<file path="src/rtl/edf_mux_arbiter_if.sv">
`default_nettype none
// ============================================================================
// Module   : edf_mux_arbiter_if
// Purpose  : Request/grant bundle between requesters and the EDF mux arbiter.
// Revision : 1.0 - initial release
// ============================================================================
interface edf_mux_arbiter_if #(
    parameter int DL_W = 8
) ();
    logic [3:0]        req;
    logic              done;
    logic [4*DL_W-1:0] rel_deadline;
    logic              miss_clr;
    logic [1:0]        sel;
    logic [3:0]        grant;
    logic              busy;
    logic [3:0]        miss;

    modport master (
        output req, done, rel_deadline, miss_clr,
        input  sel, grant, busy, miss
    );

    modport slave (
        input  req, done, rel_deadline, miss_clr,
        output sel, grant, busy, miss
    );
endinterface
`default_nettype wire

</file>
<file path="src/rtl/edf_mux_arbiter.sv">
`default_nettype none
// ============================================================================
// Module   : edf_mux_arbiter
// Purpose  : Earliest-deadline-first arbiter driving a 4:1 datapath mux select.
// Revision : 1.0 - initial release
// ============================================================================
module edf_mux_arbiter #(
    parameter int DL_W     = 8,
    parameter int HOLD_W   = 8,
    parameter int MAX_HOLD = 255
) (
    input  logic              aclk,
    input  logic              aresetn,
    edf_mux_arbiter_if.slave  bus
);
    localparam logic [0:0]        c_idle     = 1'b0;
    localparam logic [0:0]        c_busy     = 1'b1;
    localparam logic [HOLD_W-1:0] c_max_hold = HOLD_W'(MAX_HOLD);
    localparam logic [HOLD_W-1:0] c_hold_one = HOLD_W'(1);
    localparam logic [DL_W-1:0]   c_dl_one   = DL_W'(1);

    logic [0:0]        r_state;
    logic [0:0]        w_state_nxt;
    logic [3:0]        r_pending;
    logic [DL_W-1:0]   r_cd [4];
    logic [HOLD_W-1:0] r_hold;
    logic [1:0]        r_sel;
    logic [3:0]        r_miss;

    logic [1:0]        w_win;
    logic [DL_W-1:0]   w_best;
    logic              w_any;
    logic              w_release;
    logic              w_start;
    logic              w_busy;
    logic [3:0]        w_grant;

    // Smallest countdown among pending requesters; strict compare keeps the lowest index on ties.
    always_comb begin
        w_win  = 2'd0;
        w_best = '1;
        w_any  = 1'b0;
        for (int i = 0; i < 4; i++) begin
            if (r_pending[i] && (!w_any || (r_cd[i] < w_best))) begin
                w_any  = 1'b1;
                w_best = r_cd[i];
                w_win  = 2'(i);
            end
        end
    end

    assign w_start   = (r_state == c_idle) && w_any;
    assign w_release = (r_state == c_busy) && (bus.done || (r_hold == c_max_hold));

    always_ff @(posedge aclk or negedge aresetn) begin
        if (!aresetn) begin
            r_state <= c_idle;
        end else begin
            r_state <= w_state_nxt;
        end
    end

    always_comb begin
        w_state_nxt = r_state;
        case (r_state)
            c_idle:  if (w_any)     w_state_nxt = c_busy;
            c_busy:  if (w_release) w_state_nxt = c_idle;
            default:                w_state_nxt = c_idle;
        endcase
    end

    always_comb begin
        w_busy  = (r_state == c_busy);
        w_grant = 4'b0000;
        if (w_busy) begin
            w_grant[r_sel] = 1'b1;
        end
    end

    always_ff @(posedge aclk or negedge aresetn) begin
        if (!aresetn) begin
            r_pending <= 4'b0000;
            r_hold    <= '0;
            r_sel     <= 2'd0;
            r_miss    <= 4'b0000;
            for (int i = 0; i < 4; i++) begin
                r_cd[i] <= '0;
            end
        end else begin
            if (w_start) begin
                r_sel <= w_win;
            end
            r_hold <= (r_state == c_idle) ? '0 : r_hold + c_hold_one;

            for (int i = 0; i < 4; i++) begin
                if (w_release && (r_sel == 2'(i))) begin
                    r_pending[i] <= 1'b0;
                end else if (bus.req[i] && !r_pending[i]) begin
                    r_pending[i] <= 1'b1;
                    r_cd[i]      <= bus.rel_deadline[i*DL_W +: DL_W];
                end else if (r_pending[i] && !w_grant[i] && (r_cd[i] != '0)) begin
                    r_cd[i] <= r_cd[i] - c_dl_one;
                end

                // A miss observed this cycle outranks a simultaneous clear.
                if (r_pending[i] && !w_grant[i] && (r_cd[i] == '0)) begin
                    r_miss[i] <= 1'b1;
                end else if (bus.miss_clr) begin
                    r_miss[i] <= 1'b0;
                end
            end
        end
    end

    assign bus.sel   = r_sel;
    assign bus.grant = w_grant;
    assign bus.busy  = w_busy;
    assign bus.miss  = r_miss;
endmodule
`default_nettype wire
</file>
<file path="src/flat_wrapper.sv">
// flat-port wrapper written by rule: the top's interface ports become plain ports
module edf_mux_arbiter_flat 
#(
    parameter int DL_W     = 8,
    parameter int HOLD_W   = 8,
    parameter int MAX_HOLD = 255
)
  (aclk, aresetn, bus_req, bus_done, bus_rel_deadline, bus_miss_clr, bus_sel, bus_grant, bus_busy, bus_miss);
  edf_mux_arbiter_if #(.DL_W(DL_W)) bus_i ();
  input  logic aclk;
  input  logic aresetn;
  input wire logic [$bits(bus_i.req)-1:0] bus_req;
  input wire logic [$bits(bus_i.done)-1:0] bus_done;
  input wire logic [$bits(bus_i.rel_deadline)-1:0] bus_rel_deadline;
  input wire logic [$bits(bus_i.miss_clr)-1:0] bus_miss_clr;
  output wire logic [$bits(bus_i.sel)-1:0] bus_sel;
  output wire logic [$bits(bus_i.grant)-1:0] bus_grant;
  output wire logic [$bits(bus_i.busy)-1:0] bus_busy;
  output wire logic [$bits(bus_i.miss)-1:0] bus_miss;
  assign bus_i.req = bus_req;
  assign bus_i.done = bus_done;
  assign bus_i.rel_deadline = bus_rel_deadline;
  assign bus_i.miss_clr = bus_miss_clr;
  assign bus_sel = bus_i.sel;
  assign bus_grant = bus_i.grant;
  assign bus_busy = bus_i.busy;
  assign bus_miss = bus_i.miss;
  edf_mux_arbiter #(.DL_W(DL_W), .HOLD_W(HOLD_W), .MAX_HOLD(MAX_HOLD)) u_core (.aclk(aclk), .aresetn(aresetn), .bus(bus_i));
endmodule
</file>
<file path="config.mk">
export PLATFORM = sky130hd
export DESIGN_NAME = edf_mux_arbiter_flat
export DESIGN_NICKNAME = d
export VERILOG_FILES = /design/src/rtl/edf_mux_arbiter_if.sv /design/src/rtl/edf_mux_arbiter.sv /design/src/flat_wrapper.sv
export SDC_FILE = /design/constraint.sdc
export NUM_CORES = 1
export LEC_CHECK = 0
export BUFFER_PORTS_ARGS = -buffer_cell sky130_fd_sc_hd__buf_2
export CAP_MARGIN = 20
export CORE_MARGIN = 2
export CORE_UTILIZATION = 53
export DETAILED_ROUTE_END_ITERATION = 6
export PLACE_DENSITY_LB_ADDON = 0.2
export SETUP_SLACK_MARGIN = 0.05
export SKIP_CTS_REPAIR_TIMING = 1
export SYNTH_ARGS = -nofsm -noshare
export SYNTH_HDL_FRONTEND = slang
export SYNTH_SLANG_ARGS = --single-unit
</file>
<file path="constraint.sdc">
create_clock -name aclk -period 4.9 [get_ports aclk]
set_input_delay 0.98 -clock aclk [delete_from_list [all_inputs] [get_ports aclk]]
set_output_delay 0.98 -clock aclk [all_outputs]
set_load 0.1 [all_outputs]
</file>
# [Word level (Yosys, flattened, before mapping)]
# Cells that the tools add are included.
[totals] regBits=51 output_inout_bits=11
[op_classes] mux=38 magnitude_cmp=5 reduce_logical=66 addsub=5 n_bitwise=5 eq_ne=4
[op_table] op="8-bit two-way mux" n=12
[op_table] op="8-bit logical NOT" n=4
[op_table] op="8-bit nonzero test" n=4
[op_table] op="8-bit by 1-bit subtractor with 8-bit output (second input constant)" n=4
[op_table] op="1-bit logical AND" n=26
[op_table] op="8-bit < comparator" n=3
[op_table] op="2-bit nonzero test" n=12
[op_table] op="1-bit two-way mux" n=21
[op_table] op="1-bit logical NOT" n=11
[op_table] op="8-bit by 1-bit adder with 8-bit output (second input constant)" n=1
[op_table] op="8-bit == test (second input constant)" n=1
[op_table] op="2-bit AND reduction" n=4
[op_table] op="1-bit inverter" n=5
[op_table] op="2-bit == test (second input constant)" n=2
[op_table] op="1-bit logical OR" n=4
[op_table] op="2-bit two-way mux" n=2
[op_table] op="4-bit two-way mux" n=1
[op_table] op="2-bit by 3-bit < comparator with 1-bit output (second input constant)" n=1
[op_table] op="1-bit demux with 2-bit select" n=1
[op_table] op="2-bit by 1-bit == test with 1-bit output (second input constant)" n=1
[op_table] op="2-bit by 1-bit greater-or-equal comparator with 1-bit output (second input constant)" n=1
[op_table] op="2-bit logical NOT" n=1
[op_table] op="1-bit one-hot mux with 2 select lines" n=1

# [Depth between registers and ports, before layout]
# Gate-level depths: netlist of run 1.
[logic_depth] ltp_word=15 mapped_depth=26 ltp_nobuf=23

# [Worst setup path after synthesis of run 1]
# No wires, ideal clock.
[synth_path] kind="reg2reg" startpoint="register u_core.r_pending[0]" endpoint="register u_core.r_sel[0] (netlist: u_core.bus.sel[0])" period_less_slack_ps=5270 n_path_buf=3 setup_slack_ps=-370 setup_ps=131 stages_incl_launch_ff=24 t_required_ps=4769 arrival_time_ps=5139 cell_sequence="dfrtp_1 -> buf_2 -> clkbuf_1 -> nor2b_1 -> ha_1 -> nand4_1 -> or4_4 -> a21bo_1 -> nand2_2 -> mux2_2 -> ha_1 -> nand4_1 -> or2_2 -> o311a_2 -> buf_4 -> nor2_1 -> a21oi_1 -> ha_1 -> a21oi_1 -> nor2b_1 -> o21ai_0 -> a31oi_1 -> nor4_1 -> or3_1"
[synth_via] elab_chain_cells=14 word_cells_on_any_way=23 classes_between="order compare: 3; mux: 10; reduce/logical: 10"
[synth_rtl] element="from (decl)" line_no="edf_mux_arbiter.sv:24" text="logic [3:0] r_pending;"
[synth_rtl] element="from (signal assigned)" line_no="edf_mux_arbiter.sv:82" text="r_pending <= 4'b0000;"
[synth_rtl] element="from (signal, indexed assignment)" line_no="edf_mux_arbiter.sv:97" text="r_pending[i] <= 1'b0;"
[synth_rtl] element="from (signal, indexed assignment)" line_no="edf_mux_arbiter.sv:99" text="r_pending[i] <= 1'b1;"
[synth_rtl] element="8-bit two-way mux / 1-bit two-way mux (equally long branches)" line_no="edf_mux_arbiter.sv:44" text="if (r_pending[i] && (!w_any || (r_cd[i] < w_best))) begin"
[synth_rtl] element="8-bit < comparator / 1-bit logical NOT (equally long branches)" line_no="edf_mux_arbiter.sv:44"
[synth_rtl] element="1-bit logical OR" line_no="edf_mux_arbiter.sv:44"
[synth_rtl] element="1-bit logical AND" line_no="edf_mux_arbiter.sv:44"
[synth_rtl] element="8-bit two-way mux / 1-bit two-way mux (equally long branches)" line_no="edf_mux_arbiter.sv:44"
[synth_rtl] element="8-bit < comparator / 1-bit logical NOT (equally long branches)" line_no="edf_mux_arbiter.sv:44"
[synth_rtl] element="1-bit logical OR" line_no="edf_mux_arbiter.sv:44"
[synth_rtl] element="1-bit logical AND" line_no="edf_mux_arbiter.sv:44"
[synth_rtl] element="8-bit two-way mux / 1-bit two-way mux (equally long branches)" line_no="edf_mux_arbiter.sv:44"
[synth_rtl] element="8-bit < comparator / 1-bit logical NOT (equally long branches)" line_no="edf_mux_arbiter.sv:44"
[synth_rtl] element="1-bit logical OR" line_no="edf_mux_arbiter.sv:44"
[synth_rtl] element="1-bit logical AND" line_no="edf_mux_arbiter.sv:44"
[synth_rtl] element="1-bit two-way mux" line_no="edf_mux_arbiter.sv:44"
[synth_rtl] element="1-bit logical AND" line_no="edf_mux_arbiter.sv:52" text="assign w_start = (r_state == c_idle) && w_any;"
[synth_rtl] element="to (signal assigned)" line_no="edf_mux_arbiter.sv:91" text="r_sel <= w_win;"
[synth_rtl] element="to (decl)" line_no="edf_mux_arbiter.sv:27" text="logic [1:0] r_sel;"
# Several ways; a longest one is shown, not always the timed one.
# A chain may end at the register's enable or synchronous reset.

# [Worst setup path after layout of run 1]
# Ends and elaborated chain as after synthesis.

==> results of run 1 <==
-- kinds of logic (layout without fill, tap and decap cells) --
| group | after synthesis | count (layout) |
|---|---|---|
| flops | 51 | 51 |
| xor+xnor | 7 | 7 |
| simple gates | 162 | 162 |
| compound gates | 140 | 141 |
| mux | 7 | 7 |
| buf+inv | 49 | 111 |
| fa+ha+maj | 28 | 28 |
-- worst max-delay path by stage --
stage                         to  slack, ns  depth (start not counted)
3_3_place_gp   u_core.bus.sel[0]       0.14                         20
4_1_cts        u_core.bus.sel[0]      -0.06                         20
5_1_grt        u_core.bus.sel[0]      -0.20                         21
3_5_place_dp   u_core.bus.sel[0]      0.002                         20
6_report       u_core.bus.sel[0]      -0.09                         19
2_1_floorplan  u_core.bus.sel[0]      0.001                         23
-- per-layer routing --
layer | track usage, % | up-vias | part of all wire, %
met5 | 0 | - | 0
met4 | 7.95 | 0 | 2.1
met3 | 3.05 | 17 | 4.2
met2 | 39.9 | 104 | 48
met1 | 34.7 | 1687 | 46
li1 | - | 1729 | -
-- flip-flops by register name, indices dropped and copies added (netlist names) --
register and cells:
u_core.bus.sel 2, u_core.bus.miss 4, u_core.r_cd 32, u_core.r_pending 4
u_core.r_hold 8, u_core.bus.busy 1
-- layout make-up --
type	instances	area, um^2	area share, %
multi-input combinational	345	2420	54.8
sequential	51	1280	28.9
timing repair buffer	70	400	9.05
inverter	33	124	2.80
tap	80	100	2.26
clock buffer	6	82.6	1.87
clock inverter	2	16.3	0.368
-- synth_stat cells (4+ instances only) --
cell / count
a211oi_1: 5
a21o_1: 4
a21oi_1: 39
a22oi_1: 12
a31oi_1: 5
and2_1: 9
clkbuf_1: 14
dfrtp_1: 51
ha_1: 28
inv_1: 33
mux2_2: 5
nand2_1: 22
nand2b_1: 8
nand3_1: 17
nand4_1: 5
nor2_1: 54
nor2b_1: 14
nor3_1: 14
nor4_1: 5
o211ai_1: 4
o21ai_0: 42
o22ai_1: 6
xor2_1: 4
-- through the flow --
step	worst slack [ns]	hold WS (ns)
final	-0.0926	0.488
after global routing	-0.204	0.523
after CTS	-0.0554	0.490
after detailed placement	0.00180	0.475
after global placement	0.136	0.473
after floorplan	0.00123	0.452
==> key figures, run 1 <==
Min path
  • Min-Delay Path Depth: 1
  • Worst hold path endpoint: u_core.r_hold[0]
  • Hold path start: u_core.r_hold[0]
  • Hold Path Class: reg -> reg

Cells and area
  • # diodes: 0
  • Most frequent cells in the layout: 51 x nor2_1, 50 x buf_2, 50 x dfrtp_1, 40 x o21ai_0, 36 x a21oi_1
  • Final Instance Area: 4420 um^2
  • Post-Layout Cell Count: 587
  • Nets: 574
  • P&R area growth vs syn: 21.7%
  • Commonest non-fill, non-tap cell in the layout: nor2_1
  • Final design utilization: 65.8%
  • Share of cells above drive strength 1: 23.5%
  • Fillers: 574

Synthesis
  • Total number of yosys warnings: 0
  • Library cells used by synthesis: 54
  • Area leader, netlist: dfrtp_1
  • Mean post-synth cell area: 8.19 um^2
  • Cell count after synthesis: 444
  • Primary FF master, synth: dfrtp_1
  • Simple-Gate Fraction of Synth Area: 22.3%
  • Sequential share of the synthesized area: 35.1%
  • Post-Syn Area: 3630 um^2
  • Syn Nets: 512
  • Post-synth ARST share: 100%
  • Synth top area cells: dfrtp_1 35%, ha_1 9.6%, o21ai_0 5.8%
  • Synth top area share: 35.1%
  • Adder-cell share of the synthesized area: 9.64%
  • Xor-xnor portion of the synthesized cell area: 1.69%
  • Mux share of post-synthesis cell area: 2.10%
  • Post-synth EDFFs: 0
  • Number of synthesized register bits: 51
  • Main combinational cell family by area after synthesis: compound AO/OA/AOI/OAI gates
  • Post-synthesis compound-gate area fraction: 23.9%

Setup path
  • CP Buf/Inv Count: 0
  • CP max stage cell: or4_4
  • Crit path max fanout: 8
  • Worst Setup Start Kind: register
  • CP Cell Sequence: nor2b_4 > ha_1 > nand4_1 > or4_4 > a21bo_4 > nand2_8 > mux2_4 > ha_4 > nand4_1 > or2_4 > o311a_4 > nor2_1 > a21oi_1 > ha_1 > or3_1 > o21bai_1 > o31a_1 > nor4_2 > or3_1
  • CP Capture Type: register
  • Flop-to-flop setup slack: -0.09 ns
  • Crit. Startpoint: u_core.r_pending[0]
  • RR Endpoint: u_core.bus.sel[0]
  • Depth of the most critical reg-to-reg path: 19
  • CP top delay family: simple AND/OR/NAND/NOR gates
  • Critical path class: reg -> reg
  • WP data arrival: 5.25 ns
  • CP required: 5.15 ns
  • Worst flop-to-flop path startpoint: u_core.r_pending[0]
  • CP peak stage delay: 0.56 ns

Global routing
  • Grt total ovfl: 0
  • Number of global-route vias before repair: 3168
  • Pin count of the biggest net entering global routing: 52
  • Tot GR Track Use: 24.8%
  • First-pass GRT wire length: 15.0 mm
  • Antenna violations before repair: 0

Place
  • DP Area: 4120 um^2
  • Port Buffer Count: 50
  • Final Wtd Congestion: 0.891
  • Final HPWL from detailed placement: 6.83 mm
  • Inst Count DP: 566

Detailed routing
  • DRT Wirelength: 9.41 mm
  • Initial DRC Count: 162
  • Vias per Instance: 6.03
  • DRC: 0
  • WL/cell: 16.0 um
  • Final antenna-violating net count: 0
  • TritonRoute pass-1 iters: 5
  • Vias: 3537

Timing
  • Final WS setup: -0.0926 ns
  • Pins Over Slew Limit: 0
  • Final min period: 4.99 ns
  • Worst Skew: 0.00269 ns
  • Worst rel slew slack: 29.7%
  • Max Clk Rate: 200 MHz
  • Final hold vios: 0
  • RSZ-0062 raised after global routing: true
  • Final period util: 102%
  • Setup-failing EPs final: 1
  • TNS Setup: -0.0926 ns
  • Worst-Margin Slew: 1.05 ns

Floorplanning
  • Die ar.: 7540 um^2
  • Die Wd: 86.8 um
  • I/O pins: 51
  • Initial Utilization: 54.1%
  • Row count: 30
  • Die height: 86.8 um
  • Core area: 6720 um^2

Clock network
  • Clk root buf: clkbuf_8
  • Worst-case clock buffer depth: 2
  • Max H-tree Level: 2
  • Inserted Clock Buffers: 5
  • Clk sinks: 51
  • Worst-path clk slew: 0.10 ns
  • CTS tree: built
  • Clock Latency Late Sink: 0.31 ns

Run
  • Max Cap Viol: 0

Outcome
  • Status: finished with violations
  • Failing checks: setup timing
Power of run 1 is not shown: default switching activity piles up to over one toggle a cycle in this logic, so the estimate is an artifact.
==> run 2, diff against run 1 <==
--- a/config.mk
+++ b/config.mk
@@ -12,7 +12,6 @@
 export DETAILED_ROUTE_END_ITERATION = 6
 export PLACE_DENSITY_LB_ADDON = 0.2
 export SETUP_SLACK_MARGIN = 0.05
-export SKIP_CTS_REPAIR_TIMING = 1
 export SYNTH_ARGS = -nofsm -noshare
 export SYNTH_HDL_FRONTEND = slang
 export SYNTH_SLANG_ARGS = --single-unit
==> run 2 against run 1 <==
Against the previous run: the flow now finishes without violations; die area did not move; sequential share of layout area fell by 0.081 points; via count increased by 0.42%; utilization rose by 0.19 points; non-clock buffer count grew 1; clock-buffer cell count did not move; routed wire length up 0.52%.
==> key figures, run 2 (same netlist as run 1, synthesis figures left out) <==
Clock network
  • Worst-case clock buffer depth: 2 (unchanged)
  • Max H-tree Level: 2 (unchanged)
  • Clk sinks: 51 (unchanged)
  • Clk root buf: clkbuf_8 (unchanged)
  • Clock Latency Late Sink: 0.31 ns (about the same)
  • Inserted Clock Buffers: 5 (unchanged)
  • Worst-path clk slew: 0.10 ns (about the same)
  • Post-CTS Hold Fix Bufs: 0
  • CTS tree: built (unchanged)

Setup path
  • Worst Setup Start Kind: register (unchanged)
  • CP required: 5.10 ns (was 5.15 ns)
  • Crit path max fanout: 7 (was 8)
  • Critical path class: reg -> reg (unchanged)
  • CP Capture Type: register (unchanged)
  • WP data arrival: 5.09 ns (was 5.25 ns)

Detailed routing
  • Final antenna-violating net count: 0 (unchanged)
  • TritonRoute pass-1 iters: 5 (unchanged)
  • WL/cell: 16.1 um (was 16.0 um)
  • DRT Wirelength: 9.46 mm (was 9.41 mm)
  • Vias: 3552 (was 3537)
  • DRC: 0 (unchanged)
  • Initial DRC Count: 171 (was 162)
  • Vias per Instance: 6.04 (was 6.03)

Timing
  • Worst rel slew slack: 29.5% (was 29.7%)
  • Final min period: 4.90 ns (was 4.99 ns)
  • Max Clk Rate: 204 MHz (was 200 MHz)
  • Pins Over Slew Limit: 0 (unchanged)
  • Worst Skew: 0.00476 ns (was 0.00269 ns)
  • RSZ-0062 raised after global routing: true (unchanged)
  • TNS Setup: 0 ns (was -0.0926 ns)
  • Setup-failing EPs final: 0 (was 1)
  • Worst-Margin Slew: 1.06 ns (was 1.05 ns)
  • Final period util: 100% (was 102%)
  • Final hold vios: 0 (unchanged)

Cells and area
  • Largest register FFs: 32 (unchanged)
  • Most frequent cells in the layout: 51 x nor2_1, 50 x buf_2, 50 x dfrtp_1, 40 x o21ai_0, 34 x a21oi_1 (was 51 x nor2_1, 50 x buf_2, 50 x dfrtp_1, 40 x o21ai_0, 36 x a21oi_1)
  • Biggest register: u_core.r_cd (unchanged)
  • Share of cells above drive strength 1: 24.0% (was 23.5%)
  • Nets: 575 (was 574)
  • Largest registers: u_core.r_cd (32), u_core.r_hold (8) (unchanged)
  • Commonest non-fill, non-tap cell in the layout: nor2_1 (unchanged)
  • # diodes: 0 (unchanged)
  • P&R area growth vs syn: 22.1% (was 21.7%)
  • Fillers: 574 (unchanged)

Outcome
  • Status: complete, no violations (was finished with violations)

Global routing
  • Tot GR Track Use: 25.2% (was 24.8%)
  • Most Crowded Layer GR: met2 (unchanged)
  • First-pass GRT wire length: 15.2 mm (was 15.0 mm)
  • Antenna violations before repair: 0 (unchanged)
  • Pin count of the biggest net entering global routing: 52 (unchanged)
  • GRT met3 Usage: 3.43% (was 3.05%)
  • Met2 usage: 40.2% (was 39.9%)
  • Number of global-route vias before repair: 3225 (was 3168)
  • Met1 Use GR: 34.6% (was 34.7%)
  • Grt total ovfl: 0 (unchanged)

Floorplanning
  • Core area: 6720 um^2 (unchanged)
  • Row count: 30 (unchanged)
  • Die Wd: 86.8 um (unchanged)
  • I/O pins: 51 (unchanged)
  • Initial Utilization: 54.1% (unchanged)
  • Die height: 86.8 um (unchanged)
  • Die ar.: 7540 um^2 (unchanged)

Run
  • Max Cap Viol: 0 (unchanged)

Place
  • Final HPWL from detailed placement: 6.83 mm (unchanged)
  • Port Buffer Count: 50 (unchanged)
  • Final Wtd Congestion: 0.891 (unchanged)

Min path
  • Hold Path Class: reg -> reg (unchanged)
## run 2: cell type report
| type | instances | area, um^2 | share of cell area (%) |
|---|---|---|---|
| Multi-Input combinational cell | 345 | 2430 | 54.7 |
| Sequential cell | 51 | 1280 | 28.8 |
| Timing Repair Buffer | 71 | 408 | 9.19 |
| Inverter | 33 | 124 | 2.79 |
| Tap cell | 80 | 100 | 2.26 |
| Clock buffer | 6 | 82.6 | 1.86 |
| Clock inverter | 2 | 16.3 | 0.367 |
## run 2: final timing paths
kind	from	end	slack [ns]	cells past startpoint
worst max-delay path	u_core.r_pending[0]	u_core.bus.sel[0]	0.0006	20
worst min-delay path	u_core.r_hold[0]	u_core.r_hold[0]	0.49	1
worst max register to register	u_core.r_pending[0]	u_core.bus.sel[0]	0.0006	20
worst min register to register	u_core.r_hold[0]	u_core.r_hold[0]	0.49	1
max in group asynchronous	aresetn	u_core.r_pending[0]	3.64	2
min in group asynchronous	aresetn	u_core.r_hold[5]	0.76	2
## run 2: worst max-delay path, stage by stage (launching register included)
cell and delay (ns):
dfrtp_2 0.46, nor2b_4 0.14, ha_1 0.29, nand4_1 0.12, or4_4 0.56, a21bo_4 0.26
nand2_8 0.11, mux2_4 0.34, ha_4 0.28, nand4_1 0.12, or2_4 0.30, o311a_4 0.36
nor2_4 0.10, a21oi_2 0.04, ha_1 0.32, a21oi_2 0.06, nor2b_1 0.11, o21ai_1 0.08
a31oi_2 0.28, nor3_1 0.09, or3_1 0.35
## run 2: metal layers
layer | vias up | wire (um) | share of wire, %
met3 | 21 | 432 | 4.6
met4 | 0 | 235 | 2.5
met2 | 101 | 4480 | 47
li1 | 1733 | - | -
met5 | - | 0 | 0
met1 | 1697 | 4310 | 46
## run 2: timing repair
item / 4_1_cts / 5_1_grt
pin swaps: 5 / 24
buffers inserted: 4 / 9
cloned: 1 / 0
setup endpoints to repair: 2 / 2
resized for setup: 3 / 20
## run 2: stage by stage
step	utilization, %	instance area (um^2)	setup slack (ns)	cells	hold slack, ns
after CTS	63.6	4270	0.0564	579	0.490
after global routing	66.0	4440	-0.212	588	0.523
after global placement	61.4	4120	0.136	566	0.473
after floorplan	-	3800	0.00123	444	0.452
after detailed placement	61.4	4120	0.00180	566	0.475
final	66.0	4440	0.000578	588	0.489
Power of run 2 is left out for the same reason.
==> run 3, diff against run 2 <==
--- a/config.mk
+++ b/config.mk
@@ -10,7 +10,7 @@
 export CORE_MARGIN = 2
 export CORE_UTILIZATION = 53
 export DETAILED_ROUTE_END_ITERATION = 6
-export PLACE_DENSITY_LB_ADDON = 0.2
+export PLACE_DENSITY = 0.8
 export SETUP_SLACK_MARGIN = 0.05
 export SYNTH_ARGS = -nofsm -noshare
 export SYNTH_HDL_FRONTEND = slang
==> run 3 against run 2 <==
Against the previous run: the flow now finishes with violations (setup timing); worst hold slack improved by 0.0024 ns; critical path depth unchanged; register-to-register slack got worse by 0.04 ns; final cell count decreased by 0.34%; clock-buffer cell count decreased by 1; non-clock buffer count decreased by 2; die area unchanged; clock skew about the same; global-route usage increased by 1.7 points; via count increased by 1.2%; routed wire length increased by 0.63%; highest routed layer unchanged.
==> key figures, run 3 (same netlist as run 1, synthesis figures left out) <==
Setup path
  • CP Cell Sequence: nor2b_4 > ha_4 > nand4_1 > or4_4 > a21bo_4 > nand2_8 > buf_4 > mux2_4 > ha_1 > nand3_1 > or2_4 > o311a_4 > nor2_1 > a21oi_1 > ha_1 > or3_1 > o21bai_1 > o31a_1 > nor4_1 > or3_1 (was nor2b_4 > ha_1 > nand4_1 > or4_4 > a21bo_4 > nand2_8 > mux2_4 > ha_4 > nand4_1 > or2_4 > o311a_4 > nor2_4 > a21oi_2 > ha_1 > a21oi_2 > nor2b_1 > o21ai_1 > a31oi_2 > nor3_1 > or3_1)
  • Critical path class: reg -> reg (unchanged)
  • Crit path max fanout: 8 (was 7)
  • Worst flop-to-flop path startpoint: u_core.r_pending[0] (unchanged)
  • CP required: 5.15 ns (was 5.10 ns)
  • CP Capture Type: register (unchanged)
  • Crit. Startpoint: u_core.r_pending[0] (unchanged)
  • CP peak stage delay: 0.52 ns (was 0.56 ns)
  • CP max stage cell: or4_4 (unchanged)
  • Flop-to-flop setup slack: -0.04 ns (was 0.0006 ns)
  • WP data arrival: 5.19 ns (was 5.09 ns)
  • Worst Setup Start Kind: register (unchanged)

Clock network
  • CTS tree: built (unchanged)
  • Worst-case clock buffer depth: 2 (unchanged)
  • Max H-tree Level: 2 (unchanged)
  • Clk root buf: clkbuf_8 (unchanged)
  • Inserted Clock Buffers: 5 (unchanged)
  • Clk sinks: 51 (unchanged)
  • Worst-path clk slew: 0.10 ns (about the same)
  • Post-CTS Hold Fix Bufs: 0 (unchanged)
  • Clock Latency Late Sink: 0.31 ns (about the same)

Min path
  • Hold Path Class: reg -> reg (unchanged)
  • Hold path start: u_core.r_hold[0] (unchanged)

Outcome
  • Status: finished with violations (was complete, no violations)
  • Failing checks: setup timing

Global routing
  • Antenna violations before repair: 0 (unchanged)
  • First-pass GRT wire length: 16.3 mm (was 15.2 mm)
  • Number of global-route vias before repair: 3531 (was 3225)
  • Tot GR Track Use: 26.8% (was 25.2%)
  • Grt total ovfl: 0 (unchanged)
  • Pin count of the biggest net entering global routing: 52 (unchanged)

Place
  • Final HPWL from detailed placement: 6.95 mm (was 6.83 mm)
  • Port Buffer Count: 50 (unchanged)
  • DP Area: 4110 um^2 (was 4120 um^2)
  • Final Wtd Congestion: 0.932 (was 0.891)

Cells and area
  • Final Instance Area: 4410 um^2 (was 4440 um^2)
  • Largest registers: u_core.r_cd (32), u_core.r_hold (8) (unchanged)
  • Biggest register: u_core.r_cd (unchanged)
  • Fillers: 550 (was 574)
  • Commonest non-fill, non-tap cell in the layout: nor2_1 (unchanged)
  • # diodes: 0 (unchanged)
  • Nets: 573 (was 575)
  • Share of cells above drive strength 1: 22.5% (was 24.0%)
  • Largest register FFs: 32 (unchanged)
  • P&R area growth vs syn: 21.4% (was 22.1%)
  • Most frequent cells in the layout: 53 x nor2_1, 50 x buf_2, 50 x dfrtp_1, 40 x o21ai_0, 36 x a21oi_1 (was 51 x nor2_1, 50 x buf_2, 50 x dfrtp_1, 40 x o21ai_0, 34 x a21oi_1)

Floorplanning
  • Core area: 6720 um^2 (unchanged)
  • I/O pins: 51 (unchanged)
  • Die height: 86.8 um (unchanged)
  • Die Wd: 86.8 um (unchanged)
  • Die ar.: 7540 um^2 (unchanged)
  • Initial Utilization: 54.1% (unchanged)
  • Row count: 30 (unchanged)

Timing
  • Worst-Margin Slew: 1.05 ns (was 1.06 ns)
  • Worst Skew: 0.00504 ns (was 0.00476 ns)
  • Worst rel slew slack: 30.1% (was 29.5%)
  • Final WS setup: -0.0377 ns (was 0.000578 ns)
  • Final period util: 101% (was 100%)
  • Pins Over Slew Limit: 0 (unchanged)
  • Final hold vios: 0 (unchanged)
  • Max Clk Rate: 203 MHz (was 204 MHz)
  • Final min period: 4.94 ns (was 4.90 ns)
  • Setup-failing EPs final: 2 (was 0)
  • RSZ-0062 raised after global routing: true (unchanged)

Detailed routing
  • Initial DRC Count: 260 (was 171)
  • Vias: 3593 (was 3552)
  • WL/cell: 16.2 um (was 16.1 um)
  • DRT Wirelength: 9.52 mm (was 9.46 mm)
  • Vias per Instance: 6.13 (was 6.04)
  • Final antenna-violating net count: 0 (unchanged)
  • TritonRoute pass-1 iters: 5 (unchanged)
  • DRC: 0 (unchanged)

Run
  • Max Cap Viol: 0 (unchanged)
==> run 3: cell type report <==
| class | instances | area (um^2) | area share (%) |
|---|---|---|---|
| Timing Repair Buffer | 69 | 393 | 8.90 |
| Clock inverter | 3 | 43.8 | 0.992 |
| Tap cell | 80 | 100 | 2.27 |
| Clock buffer | 5 | 68.8 | 1.56 |
| Multi-Input combinational cell | 345 | 2410 | 54.5 |
| Inverter | 33 | 124 | 2.81 |
| Sequential cell | 51 | 1280 | 28.9 |
==> run 3: worst max-delay path, delay by kind of cell (launching register included) <==
kind	cells	cell delay, ns
AOI/OAI and AO/OA	5	1.05
adders and majority gates	3	0.78
buffers and inverters	1	0.12
DFF	1	0.47
muxes	1	0.29
and+or+nand+nor	10	2.17
==> run 3: final timing paths <==
| kind | depth (start not counted) | to |
|---|---|---|
| min | 1 | u_core.r_hold[0] |
| max | 20 | u_core.bus.sel[0] |
| min reg2reg | 1 | u_core.r_hold[0] |
| max reg2reg | 20 | u_core.bus.sel[0] |
| max in group asynchronous | 2 | u_core.r_pending[0] |
| min in group asynchronous | 2 | u_core.bus.miss[3] |
==> run 3: repair_timing <==
item                                    in CTS  in global routing
cloned                                       1                  0
endpoints found under the setup margin       2                  2
resized for setup                            8                  8
pin swaps                                   13                 15
endpoints found under the hold margin        0                  0
buffers inserted                            12                  1
==> run 3: metrics by stage <==
step           hold WS [ns]  util [%]  setup TNS, ns  setup WS, ns  instances
6_report              0.492      65.7        -0.0447       -0.0377        586
5_1_grt               0.531      65.7         -0.538        -0.280        586
4_1_cts               0.489      64.9              0        0.0348        585
3_5_place_dp          0.474      61.1         -0.120       -0.0704        564
3_3_place_gp          0.475      61.1              0         0.102        564
2_1_floorplan         0.452         -              0       0.00123        444
==> run 3: metal layers <==
| layer | global-route usage [%] | vias up | wire [um] |
|---|---|---|---|
| li1 | - | 1727 | - |
| met1 | 35.1 | 1667 | 4170 |
| met2 | 44.7 | 160 | 4500 |
| met3 | 3.90 | 39 | 493 |
| met4 | 10.4 | 0 | 349 |
| met5 | 0 | - | 0 |
Power of run 3 is left out for the same reason.
